File: src/rtl/peripheral_wb_pkg.sv
// Shared constants and types for the Wishbone burst initiator:
// bus widths, cycle-type/burst-type encodings and the FSM state type.
package peripheral_wb_pkg;

  localparam int ADR_W = 32;
  localparam int DAT_W = 32;
  localparam int SEL_W = 4;
  localparam int LEN_W = 4;

  localparam logic [2:0] CTI_CLASSIC = 3'b000;
  localparam logic [2:0] CTI_INCR    = 3'b010;
  localparam logic [2:0] CTI_EOB     = 3'b111;

  localparam logic [1:0] BTE_LINEAR = 2'b00;
  localparam logic [1:0] BTE_WRAP4  = 2'b01;
  localparam logic [1:0] BTE_WRAP8  = 2'b10;
  localparam logic [1:0] BTE_WRAP16 = 2'b11;

  typedef enum logic [1:0] {
    IDLE,
    BUS,
    RESP
  } state_t;

endpackage

File: src/rtl/peripheral_wb_adr_gen.sv
// Next-beat address for a Wishbone burst: +4 bytes, with the low bits
// wrapping inside a 4/8/16-word window for the wrap burst types.
module peripheral_wb_adr_gen
  import peripheral_wb_pkg::*;
(
  input  logic [ADR_W-1:0] adr,
  input  logic [1:0]       bte,
  output logic [ADR_W-1:0] next_adr
);

  logic [ADR_W-1:0] inc;

  assign inc = adr + ADR_W'(4);

  // Wrap modes keep the bits above the window and take only the window bits of the increment
  always_comb begin
    next_adr = inc;
    case (bte)
      BTE_WRAP4:  next_adr = {adr[ADR_W-1:4], inc[3:0]};
      BTE_WRAP8:  next_adr = {adr[ADR_W-1:5], inc[4:0]};
      BTE_WRAP16: next_adr = {adr[ADR_W-1:6], inc[5:0]};
      default:    next_adr = inc;
    endcase
  end

endmodule

File: src/rtl/peripheral_wb_initiator.sv
// Command-driven Wishbone burst initiator (reads and writes, linear/wrap bursts).
// Optional stall watchdog enabled by defining PERIPHERAL_WB_TIMEOUT_EN.
module peripheral_wb_initiator
  import peripheral_wb_pkg::*;
#(
  parameter int unsigned TIMEOUT_CYCLES = 64
) (
  input  logic             clk,
  input  logic             rst,
  input  logic             cmd_valid,
  output logic             cmd_ready,
  input  logic             cmd_we,
  input  logic [ADR_W-1:0] cmd_adr,
  input  logic [SEL_W-1:0] cmd_sel,
  input  logic [LEN_W-1:0] cmd_len,
  input  logic [1:0]       cmd_bte,
  input  logic             wdat_valid,
  output logic             wdat_ready,
  input  logic [DAT_W-1:0] wdat,
  output logic             rdat_valid,
  output logic [DAT_W-1:0] rdat,
  output logic             rdat_last,
  output logic             rsp_valid,
  output logic             rsp_err,
  output logic             rsp_timeout,
  output logic [ADR_W-1:0] adr_o,
  output logic [DAT_W-1:0] dat_o,
  output logic [SEL_W-1:0] sel_o,
  output logic             we_o,
  output logic [1:0]       bte_o,
  output logic [2:0]       cti_o,
  output logic             cyc_o,
  output logic             stb_o,
  input  logic [DAT_W-1:0] dat_i,
  input  logic             ack_i,
  input  logic             err_i
);

  state_t           state, next_state;
  logic             ready_q;
  logic             we_q;
  logic [ADR_W-1:0] adr_q, next_adr;
  logic [SEL_W-1:0] sel_q;
  logic [LEN_W-1:0] len_q, beat_q;
  logic [1:0]       bte_q;
  logic [DAT_W-1:0] wbuf_q;
  logic             wbuf_valid_q;
  logic             err_q;
  logic             in_bus, final_beat, ack_ok, err_hit, abort_to, cmd_fire, wdat_fire;

  assign in_bus     = (state == BUS);
  assign final_beat = (beat_q == len_q);
  assign stb_o      = in_bus && (!we_q || wbuf_valid_q);
  assign ack_ok     = stb_o && ack_i && !err_i;
  assign err_hit    = stb_o && err_i;
  assign cmd_ready  = ready_q && (state == IDLE);
  assign cmd_fire   = cmd_valid && cmd_ready;
  assign wdat_ready = in_bus && we_q && (!wbuf_valid_q || ack_ok);
  assign wdat_fire  = wdat_valid && wdat_ready;

  assign cyc_o = in_bus;
  assign adr_o = adr_q;
  assign sel_o = sel_q;
  assign we_o  = we_q;
  assign dat_o = wbuf_q;
  assign bte_o = (in_bus && len_q != '0) ? bte_q : BTE_LINEAR;
  assign cti_o = (!in_bus || len_q == '0) ? CTI_CLASSIC : (final_beat ? CTI_EOB : CTI_INCR);

  assign rsp_valid = (state == RESP);
  assign rsp_err   = rsp_valid && err_q;

  peripheral_wb_adr_gen u_adr_gen (
    .adr      (adr_q),
    .bte      (bte_q),
    .next_adr (next_adr)
  );

`ifdef PERIPHERAL_WB_TIMEOUT_EN
  logic [31:0] stall_cnt;
  logic        timeout_q;

  assign abort_to    = stb_o && !ack_i && !err_i && (stall_cnt == TIMEOUT_CYCLES - 32'd1);
  assign rsp_timeout = rsp_valid && timeout_q;

  // The watchdog only advances while strobing; write wait states hold it
  always_ff @(posedge clk or negedge rst) begin
    if (!rst) begin
      stall_cnt <= '0;
      timeout_q <= 1'b0;
    end else begin
      if (!in_bus || (stb_o && (ack_i || err_i))) stall_cnt <= '0;
      else if (stb_o)                             stall_cnt <= stall_cnt + 32'd1;
      if (cmd_fire)      timeout_q <= 1'b0;
      else if (abort_to) timeout_q <= 1'b1;
    end
  end
`else
  logic unused_timeout_cfg;

  assign abort_to           = 1'b0;
  assign rsp_timeout        = 1'b0;
  assign unused_timeout_cfg = (TIMEOUT_CYCLES != 0);
`endif

  always_ff @(posedge clk or negedge rst) begin
    if (!rst) state <= IDLE;
    else      state <= next_state;
  end

  always_comb begin
    next_state = state;
    case (state)
      IDLE:    if (cmd_fire) next_state = BUS;
      BUS:     if (err_hit || abort_to || (ack_ok && final_beat)) next_state = RESP;
      RESP:    next_state = IDLE;
      default: next_state = IDLE;
    endcase
  end

  // ready_q keeps cmd_ready low for the first cycle after reset release
  always_ff @(posedge clk or negedge rst) begin
    if (!rst) begin
      ready_q      <= 1'b0;
      we_q         <= 1'b0;
      adr_q        <= '0;
      sel_q        <= '0;
      len_q        <= '0;
      bte_q        <= '0;
      beat_q       <= '0;
      wbuf_q       <= '0;
      wbuf_valid_q <= 1'b0;
      err_q        <= 1'b0;
      rdat         <= '0;
      rdat_valid   <= 1'b0;
      rdat_last    <= 1'b0;
    end else begin
      ready_q    <= 1'b1;
      rdat_valid <= ack_ok && !we_q;
      rdat_last  <= ack_ok && !we_q && final_beat;
      if (ack_ok && !we_q) rdat <= dat_i;

      if (cmd_fire) begin
        we_q   <= cmd_we;
        adr_q  <= cmd_adr;
        sel_q  <= cmd_sel;
        len_q  <= cmd_len;
        bte_q  <= cmd_bte;
        beat_q <= '0;
        err_q  <= 1'b0;
      end else if (ack_ok) begin
        adr_q  <= next_adr;
        beat_q <= beat_q + LEN_W'(1);
      end
      if (err_hit) err_q <= 1'b1;

      if (!in_bus) begin
        wbuf_valid_q <= 1'b0;
      end else if (wdat_fire) begin
        wbuf_q       <= wdat;
        wbuf_valid_q <= 1'b1;
      end else if (ack_ok) begin
        wbuf_valid_q <= 1'b0;
      end
    end
  end

endmodule

File: config.mk
export PLATFORM = sky130hd
export DESIGN_NAME = peripheral_wb_initiator
export DESIGN_NICKNAME = d
export VERILOG_FILES = /design/src/rtl/peripheral_wb_pkg.sv /design/src/rtl/peripheral_wb_adr_gen.sv /design/src/rtl/peripheral_wb_initiator.sv
export SDC_FILE = /design/constraint.sdc
export NUM_CORES = 1
export LEC_CHECK = 0
export ABC_CLOCK_PERIOD_IN_PS = 1800
export CAP_MARGIN = 30
export CORE_MARGIN = 3
export CORE_UTILIZATION = 41
export CTS_BUF_LIST = sky130_fd_sc_hd__clkbuf_8
export DETAILED_ROUTE_END_ITERATION = 10
export GPL_ROUTABILITY_DRIVEN = 0
export GPL_TIMING_DRIVEN = 0
export PLACE_DENSITY = 0.79
export SETUP_SLACK_MARGIN = 0.3
export SYNTH_ARGS = -nofsm -noshare
export SYNTH_HDL_FRONTEND = slang
export SYNTH_HIERARCHICAL = 1
export SYNTH_SLANG_ARGS = --single-unit
File: constraint.sdc
create_clock -name clk -period 1.8 [get_ports clk]
set_input_delay 0.45 -clock clk [delete_from_list [all_inputs] [get_ports clk]]
set_output_delay 0.45 -clock clk [all_outputs]
set_load 0.005 [all_outputs]
==> results of run 1 <==
[power by group]
group	switching, uW	internal, uW	leakage, uW
Clock	1080	1780	0.000244
Sequential	861	3930	0.00143
Combinational	3510	4770	0.00298
Total	5460	10500	0.00465
[metrics by stage]
stage	instances	util (%)	hold WS, ps
CTS	1074	72.7	390
global route	1086	74.2	439
global placement	930	61.4	462
floorplan	528	-	154
finish	1086	74.2	411
detailed placement	931	61.6	344
[sequential cells by signal, summed over array words and instances, names as in the netlist]
name,cells
adr_o,32
beat_q,4
bte_q,2
dat_o,32
err_q,1
len_q,4
rdat,32
rdat_last,1
rdat_valid,1
ready_q,1
sel_o,4
state,2
wbuf_valid_q,1
we_o,1
[metal layers]
metal	global-route usage [%]	up-vias	part of all wire [%]
met5	0	-	0.062
met4	12.0	2	3.7
met3	6.86	70	7.8
met2	45.4	283	51
met1	32.3	2795	37
li1	-	2605	-
[worst max-delay path, cell delays in order, from the launching register on]
cell     delay [ps]
dfrtp_2         460
xnor2_2         170
nand4_1         150
buf_4           180
buf_6           110
buf_6           100
buf_6           100
buf_6           100
buf_6           100
buf_6           100
buf_6           100
buf_6           100
buf_6           100
buf_6           110
buf_6           110
o22a_1          210
[worst max path at each step]
stage                         start    endpoint  slack [ps]  cells past startpoint
after detailed placement      err_i  wdat_ready        -610                      5
after floorplan            bte_q[0]   adr_o[29]          20                      6
after global placement          rst   adr_o[20]       -4170                      1
after global routing      beat_q[1]    state[0]        -660                     15
final                     beat_q[1]    state[0]        -640                     15
after CTS                 beat_q[1]    state[0]        -530                     15
[cells in the mapped netlist, drive strengths merged]
cell / instances / area (sq um)
nand4: 46 / 288
o21ai: 3 / 15.0
or4: 1 / 7.51
o2111ai: 1 / 26.3
xor2: 8 / 70.1
or3b: 1 / 11.3
o31ai: 2 / 15.0
a21oi: 5 / 25.0
buf: 31 / 184
nor2b: 1 / 6.26
mux2: 64 / 721
nor3: 8 / 56.3
inv: 7 / 26.3
xnor2: 25 / 219
nor3b: 2 / 15.0
nor2: 9 / 33.8
and3: 5 / 31.3
and4bb: 1 / 12.5
nand3: 14 / 70.1
nand4bb: 1 / 11.3
nor4: 6 / 52.6
or3: 1 / 6.26
mux2i: 2 / 20.0
nor4b: 1 / 23.8
dfrtp: 118 / 2950
o211ai: 32 / 240
conb: 2 / 7.51
ha: 2 / 25.0
o22a: 1 / 8.76
nand2b: 3 / 26.3
and2: 4 / 25.0
clkbuf: 7 / 26.3
and2b: 2 / 16.3
nand2: 112 / 420
[layout make-up]
class	instances	area (sq um)
sequential	118	2980
inverter	7	28.8
timing repair buffer	351	3050
multi-input combinational	365	2870
tap	176	220
clock buffer	21	289
buffer	38	330
fill	886	3450
clock inverter	10	176
[kinds of logic (layout without fill, tap and decap cells)]
| kind of cell | after synthesis | after routing | share of synthesized area, % |
|---|---|---|---|
| compound gates | 44 | 44 | 5.80 |
| other cells | 2 | 2 | 0.132 |
| flops | 118 | 118 | 51.8 |
| xor+xnor | 33 | 33 | 5.07 |
| fa+ha+maj | 2 | 2 | 0.439 |
| mux | 66 | 66 | 13.0 |
| buf+inv | 45 | 427 | 4.15 |
| simple gates | 218 | 218 | 19.6 |
[repair_timing]
| action | in CTS | in global routing |
|---|---|---|
| buffers inserted | 104 | 11 |
| cloned | 7 | 1 |
| pin swaps | 41 | 20 |
| hold buffers | 1 | 0 |
| endpoints found under the setup margin | 220 | 147 |
| resized for setup | 594 | 47 |
| endpoints found under the hold margin | 29 | 0 |
==> impl_metrics.tcl, run 1 <==
set metrics [dict create \
    worstPathRequired_ps 2140 \
    r2r_start "beat_q[1]" \
    netlist_area_sq_mm 0.00570 \
    arrival_ps 2780 \
    cts_made_buffers 17 \
    fp.dieH_um 124 \
    setup_viol 36 \
    synth-seq-cells 118 \
    startpoint_type "register" \
    cts_buffer_depth 2 \
    cts_root_buf "clkbuf_8" \
    layout_common_cells "clkdlybuf4s50_1, nand2_1, dfrtp_1" \
    status "finished, violations left" \
    placed_cell_area_sq_mm 0.00825 \
    grt_pass1_wl_mm 31.6 \
    syn_nets 643 \
    clk_pin_slew_ps 80 \
    worst-path-max-fanout 4 \
    clk_latency_ps 460 \
    violations "negative setup slack" \
    first_pass_iters 5 \
    report.final.slew_viol_count 0 \
    rrSetupSlack_ps -640 \
    cts_tree "built" \
    whs_path_depth 3 \
    maxCapViolCount 0 \
    fmax_ghz 0.409 \
    setup_tns_ps -6650 \
    setup_slack_ps -644 \
    vias 5755 \
    post-route-period-util_pct 136 \
    antenna_found_initial 1 \
    ir_worst_vdd_mv 0.815 \
    power.density_mw_per_mm2 1600 \
    min_from "err_i" \
    grt_pass1_vias 6015 \
    detail_route.iter0.violations 509 \
    min_to "err_q" \
    fin_total_pwr_uw 15900 \
    cts_htree_levels 4 \
    core-area_sq_mm 0.0134 \
    grt_overflow 0 \
    avgSynthCellArea_sq_um 10.8 \
    skew_ps 16.2 \
    yosysWarnings 6 \
    clock-sinks 118 \
    ant_nets 0 \
    stdcell_area_sq_mm 0.00995 \
    hold_viol 0 \
    wl_mm 20.9 \
    worst_r2r_endpoint "state[0]" \
    hp-class "in -> reg" \
    antenna_cells 0 \
    io_pins 228 \
    ys_seq_area_share_pct 51.8 \
    numPortBuffers 226 \
    rsz0062_at_grt "true" \
    cp-end-kind "register" \
    synth_cell_type_count 44 \
    start_util_pct 42.5 \
    wl_per_cell_um 19.3 \
    track_usage_pct 26.9 \
    syn_to_final_growth_pct 74.7 \
    hpwlAfterDp_mm 12.6 \
    final_common_cell "clkdlybuf4s50_1" \
    grt_max_degree 90 \
    p_leak_uw 0.00465 \
    drc 0 \
    worstSetupPathType "reg -> reg" \
    final_nets 1013 \
    dieArea_sq_mm 0.0153 \
    reg2regPathDepth 15 \
    num_rows 42 \
    pre_cts_slack_ps -609 \
    synth_cells 528 \
    vias_per_cell 5.30 \
    fin_crit_ps 2440 \
    drive_gt1_share_pct 46.8 \
    die_w_um 124 \
]
Note: power is estimated with default switching activity, not from simulation.
==> run 2: changes to the inputs <==
Settings changed: CORE_UTILIZATION 41 to 60, DONT_BUFFER_PORTS set to 1.
==> impl_metrics.tcl, run 2 (synthesis results as in run 1) <==
set metrics [dict create \
    wl_mm 21.1 \
    grt_max_degree 119 \
    grt_overflow 0 \
    setup_viol 101 \
    fillers 349 \
    fp.dieH_um 103 \
    hpwlAfterDp_mm 10.1 \
    ir_worst_vdd_mv 1.06 \
    final_common_cell "dfrtp_1" \
    vias_per_cell 6.72 \
    clk_pin_slew_ps 90 \
    die_w_um 103 \
    crit_path_max_incr_delay_ps 420 \
    startpoint_type "register" \
    num_rows 34 \
    rsz0062_at_grt "true" \
    start_util_pct 63.5 \
    reg2regPathDepth 11 \
    io_pins 228 \
    core-area_sq_mm 0.00898 \
    antenna_found_initial 0 \
    first_pass_iters 5 \
    cts_buffer_depth 2 \
    drive_gt1_share_pct 46.3 \
    crit_chain "buf_6 -> nor4_4 -> buf_4 -> nor3_4 -> buf_4" \
    worst-path-max-fanout 2 \
    r2r_start "len_q[1]" \
    cp_common_cell "buf_4" \
    maxCapViolCount 0 \
    hold_viol 118 \
    violations "negative hold slack, negative setup slack" \
    numPortBuffers 0 \
    cts_tree "built" \
    arrival_ps 1750 \
    wl_per_cell_um 27.6 \
    report.final.slew_viol_count 0 \
    grt_pass1_vias 4724 \
    cp-end-kind "output pin" \
    grt_pass1_wl_mm 25.8 \
    clk_latency_ps 440 \
    detail_route.iter0.violations 527 \
    dieArea_sq_mm 0.0107 \
    power.density_mw_per_mm2 1790 \
    hold_ws_ps -307 \
    rrSetupSlack_ps -330 \
    endpoint "cti_o[2]" \
    cp-startpoint "len_q[3]" \
    worst_r2r_endpoint "state[0]" \
    cpMaxStageDelayCell "dfrtp_1" \
    cts_made_buffers 17 \
    layout_common_cells "dfrtp_1, nand2_1, buf_6" \
    final_nets 743 \
    final_cells 766 \
    fin_crit_ps 2200 \
    p_leak_uw 0.00349 \
    hp-class "in -> async" \
    vias 5149 \
    setup_slack_ps -397 \
    cts_root_buf "clkbuf_8" \
    worst-path-stages 5 \
    fmax_ghz 0.455 \
    drc 0 \
    cp_top_family "buffers and inverters" \
    worstSetupPathType "reg -> out" \
    worstPathRequired_ps 1350 \
    antenna_cells 0 \
    ant_nets 0 \
    pre_cts_slack_ps -324 \
    cts_htree_levels 4 \
    clock-sinks 118 \
    dp.cells 654 \
    crit_buf_inv 3 \
    syn_to_final_growth_pct 39.2 \
    status "finished, violations left" \
    skew_ps 12.5 \
    track_usage_pct 32.0 \
    post-route-period-util_pct 122 \
]
-- run 2: cell types whose count changed in the layout (fill, tap and decap cells not counted), sizes merged, moves of 2 or more --
cell,delta
buf,-146
clkdlybuf4s50,-111
clkbuf,-14
clkinvlp,+4
bufinv,-2
clkdlybuf4s15,-2
inv,+2
-- run 2: layout make-up --
type                    count  area (sq um)  area share (%)
plain buffers              38           415            5.24
clock buffers              17           234            2.95
clock inverters            14           174            2.19
inverters                   7          28.8           0.363
multi-input cells         365          3030            38.2
flip-flops and latches    118          2970            37.4
well taps                 126           158            1.99
repair buffers             81           922            11.6
-- run 2: what timing repair did --
item / in CTS / in global routing
gates resized for setup: 135 / 108
setup endpoints to repair: 99 / 127
pin swaps: 30 / 36
buffers inserted: 46 / 23
gates cloned: 8 / 4
endpoints found under the hold margin: 118 / 118
-- run 2: report_power, final --
group | internal (uW) | total [uW] | switching (uW)
Sequential | 3910 | 5570 | 1650
Clock | 1370 | 2590 | 1220
Combinational | 3390 | 6050 | 2660
-- run 2: worst register-to-register path, stage by stage (launching register included) --
cell and delay [ps]:
dfrtp_2 450, xnor2_1 210, nand4_1 220, buf_4 200
buf_6 100, buf_6 110, buf_6 110, buf_6 110
buf_6 100, buf_6 110, buf_6 120, o22a_1 190
-- run 2: per-layer routing --
layer  global-route usage [%]  routed length [um]  share of wire [%]  vias to the layer above
li1                         -                   -                  -                     2064
met1                     37.5                6860                 32                     2466
met5                        0                   0                  0                        -
met2                     53.8               10400                 49                      485
met3                     13.0                2710                 13                      134
met4                     10.4                1170                5.6                        0
-- run 2: stage by stage --
stage	total power (uW)	util (%)	instance area [sq um]	setup TNS, ps
after global routing	14800	88.3	7930	-16920
after global placement	8260	65.7	5900	-3320
after floorplan	7480	-	5740	0
after CTS	12500	80.7	7240	-3290
final	14200	88.3	7930	-11440
after detailed placement	8450	65.7	5900	-3700
-- run 2: worst min-delay path by stage --
stage,cells past startpoint,to
5_1_grt,0,rdat[4]
2_1_floorplan,0,adr_o[0]
6_report,0,rdat[4]
3_5_place_dp,0,adr_o[16]
3_3_place_gp,0,adr_o[15]
4_1_cts,0,adr_o[27]
==> run 3: changes to the inputs <==
Settings changed: CORE_UTILIZATION 60 to 40, PLACE_DENSITY 0.79 to unset, SKIP_LAST_GASP set to 1.
==> impl_metrics.tcl, run 3 (synthesis results as in run 1) <==
set metrics [dict create \
    crit_chain "xnor2_1 -> nand4_1 -> nor3_4 -> buf_4" \
    violations "negative hold slack, negative setup slack" \
    clk_pin_slew_ps 70 \
    worstPathRequired_ps 1350 \
    detail_route.iter0.violations 317 \
    core-area_sq_mm 0.0136 \
    grt_pass1_wl_mm 26.3 \
    drive_gt1_share_pct 41.9 \
    final_common_cell "nand2_1" \
    power.switching_uw 4750 \
    num_rows 42 \
    vias_per_cell 5.56 \
    hpwlAfterDp_mm 11.1 \
    rrSetupSlack_ps -150 \
    fmax_ghz 0.490 \
    grt_pass1_vias 4724 \
    cpMaxStageDelayCell "dfrtp_1" \
    dieArea_sq_mm 0.0157 \
    r2r_start "bte_q[1]" \
    skew_ps 11.3 \
    numPortBuffers 0 \
    worstSetupPathType "reg -> out" \
    postLayoutCoreUtil_pct 57.7 \
    fin_crit_ps 2040 \
    grt-busiest-layer "met2" \
    gr-usage-met2_pct 34.6 \
    dp.cells 704 \
    arrival_ps 1590 \
    start_util_pct 42.0 \
    tightest_slew_ps 501 \
    clockPowerShare_pct 18.3 \
    grt_max_degree 119 \
    post-route-period-util_pct 113 \
    intPower_uw 8130 \
    hp-class "in -> async" \
    cp-end-kind "output pin" \
    antenna_cells 0 \
    worst_r2r_endpoint "adr_o[30]" \
    power.density_mw_per_mm2 1650 \
    wl_mm 17.1 \
    vias 4481 \
    grtUsageMet3_pct 8.32 \
    reg2regPathDepth 8 \
    switching_share_pct 36.9 \
    status "finished, violations left" \
    cts_tree "built" \
    syn_to_final_growth_pct 37.3 \
    ant_nets 0 \
    maxSlewHeadroom_pct 66.6 \
    setup_viol 88 \
    crit_path_max_incr_delay_ps 430 \
    cts_root_buf "clkbuf_8" \
    cts_buffer_depth 2 \
    power_frac_seq_pct 42.1 \
    worst-path-max-fanout 3 \
    final_cells 806 \
    track_usage_pct 21.1 \
    cts_htree_levels 4 \
    combPwrFrac_pct 39.6 \
    first_pass_iters 4 \
    final_nets 732 \
    use_met1_pct 25.0 \
    p_leak_uw 0.00341 \
    clk_latency_ps 440 \
    maxCapViolCount 0 \
    drc 0 \
    antenna_found_initial 0 \
    rsz0062_at_grt "true" \
    die_w_um 125 \
    io_pins 228 \
    layout_common_cells "nand2_1, dfrtp_1, nand4_1" \
    grt_overflow 0 \
    clock-sinks 118 \
    hold_viol 118 \
    setup_slack_ps -241 \
    report.final.slew_viol_count 0 \
    wl_per_cell_um 21.3 \
    cts_made_buffers 17 \
    fp.dieH_um 125 \
    hold_ws_ps -297 \
    startpoint_type "register" \
    ir_worst_vdd_mv 0.744 \
]
[run 3: metrics by stage]
stage,hold slack [ps],total power [uW],worst slack [ps],area (sq um),setup TNS (ps)
6_report,-297,12900,-241,7820,-7430
3_5_place_dp,158,8530,-335,5960,-4470
4_1_cts,-325,12100,-301,7250,-2980
2_1_floorplan,154,7480,15.1,5740,0
5_1_grt,-340,13700,-355,7820,-12630
3_3_place_gp,158,8360,-337,5960,-4210
[run 3: how the worst max path moves through the flow]
| stage | slack [ps] | startpoint | endpoint | cells past startpoint |
|---|---|---|---|---|
| 6_report | -240 | len_q[0] | cti_o[2] | 4 |
| 5_1_grt | -350 | len_q[0] | cti_o[2] | 4 |
| 4_1_cts | -300 | beat_q[1] | cti_o[2] | 4 |
| 3_5_place_dp | -340 | adr_o[10] | adr_o[30] | 6 |
| 3_3_place_gp | -340 | adr_o[10] | adr_o[27] | 6 |
| 2_1_floorplan | 20 | bte_q[0] | adr_o[29] | 6 |
[run 3: worst max-delay path, delay by kind of cell (launching register included)]
kind	cells	cell delay [ps]
xor+xnor	1	180
buf+inv	1	150
flops	1	430
simple gates	2	410
[run 3: final cells by class]
type | count | area (sq um)
fill | 1140 | 5740
buffer | 38 | 395
clock inverter | 14 | 138
multi-input combinational | 365 | 2920
inverter | 7 | 38.8
tap | 176 | 220
clock buffer | 18 | 248
timing repair buffer | 70 | 893
sequential | 118 | 2970
[run 3: repair_timing]
| item | CTS | global route |
|---|---|---|
| gates cloned | 9 | 3 |
| buffers inserted | 39 | 19 |
| pin swaps | 19 | 46 |
| gates resized for setup | 109 | 81 |
| endpoints found under the setup margin | 113 | 126 |
| endpoints found under the hold margin | 118 | 118 |
[run 3: power by group through the flow]
stage	combinational (uW)	sequential (uW)	clock, uW
3_3_place_gp	3000	5360	0
4_1_cts	4350	5380	2420
2_1_floorplan	2580	4900	0
3_5_place_dp	3130	5400	0
6_report	5090	5420	2360
5_1_grt	5520	5620	2560
[run 3: per-layer routing]
| layer | vias to the layer above | part of all wire (%) |
|---|---|---|
| met5 | - | 0 |
| met4 | 0 | 2.2 |
| met3 | 25 | 8.5 |
| met2 | 205 | 50 |
| met1 | 2202 | 39 |
| li1 | 2049 | - |
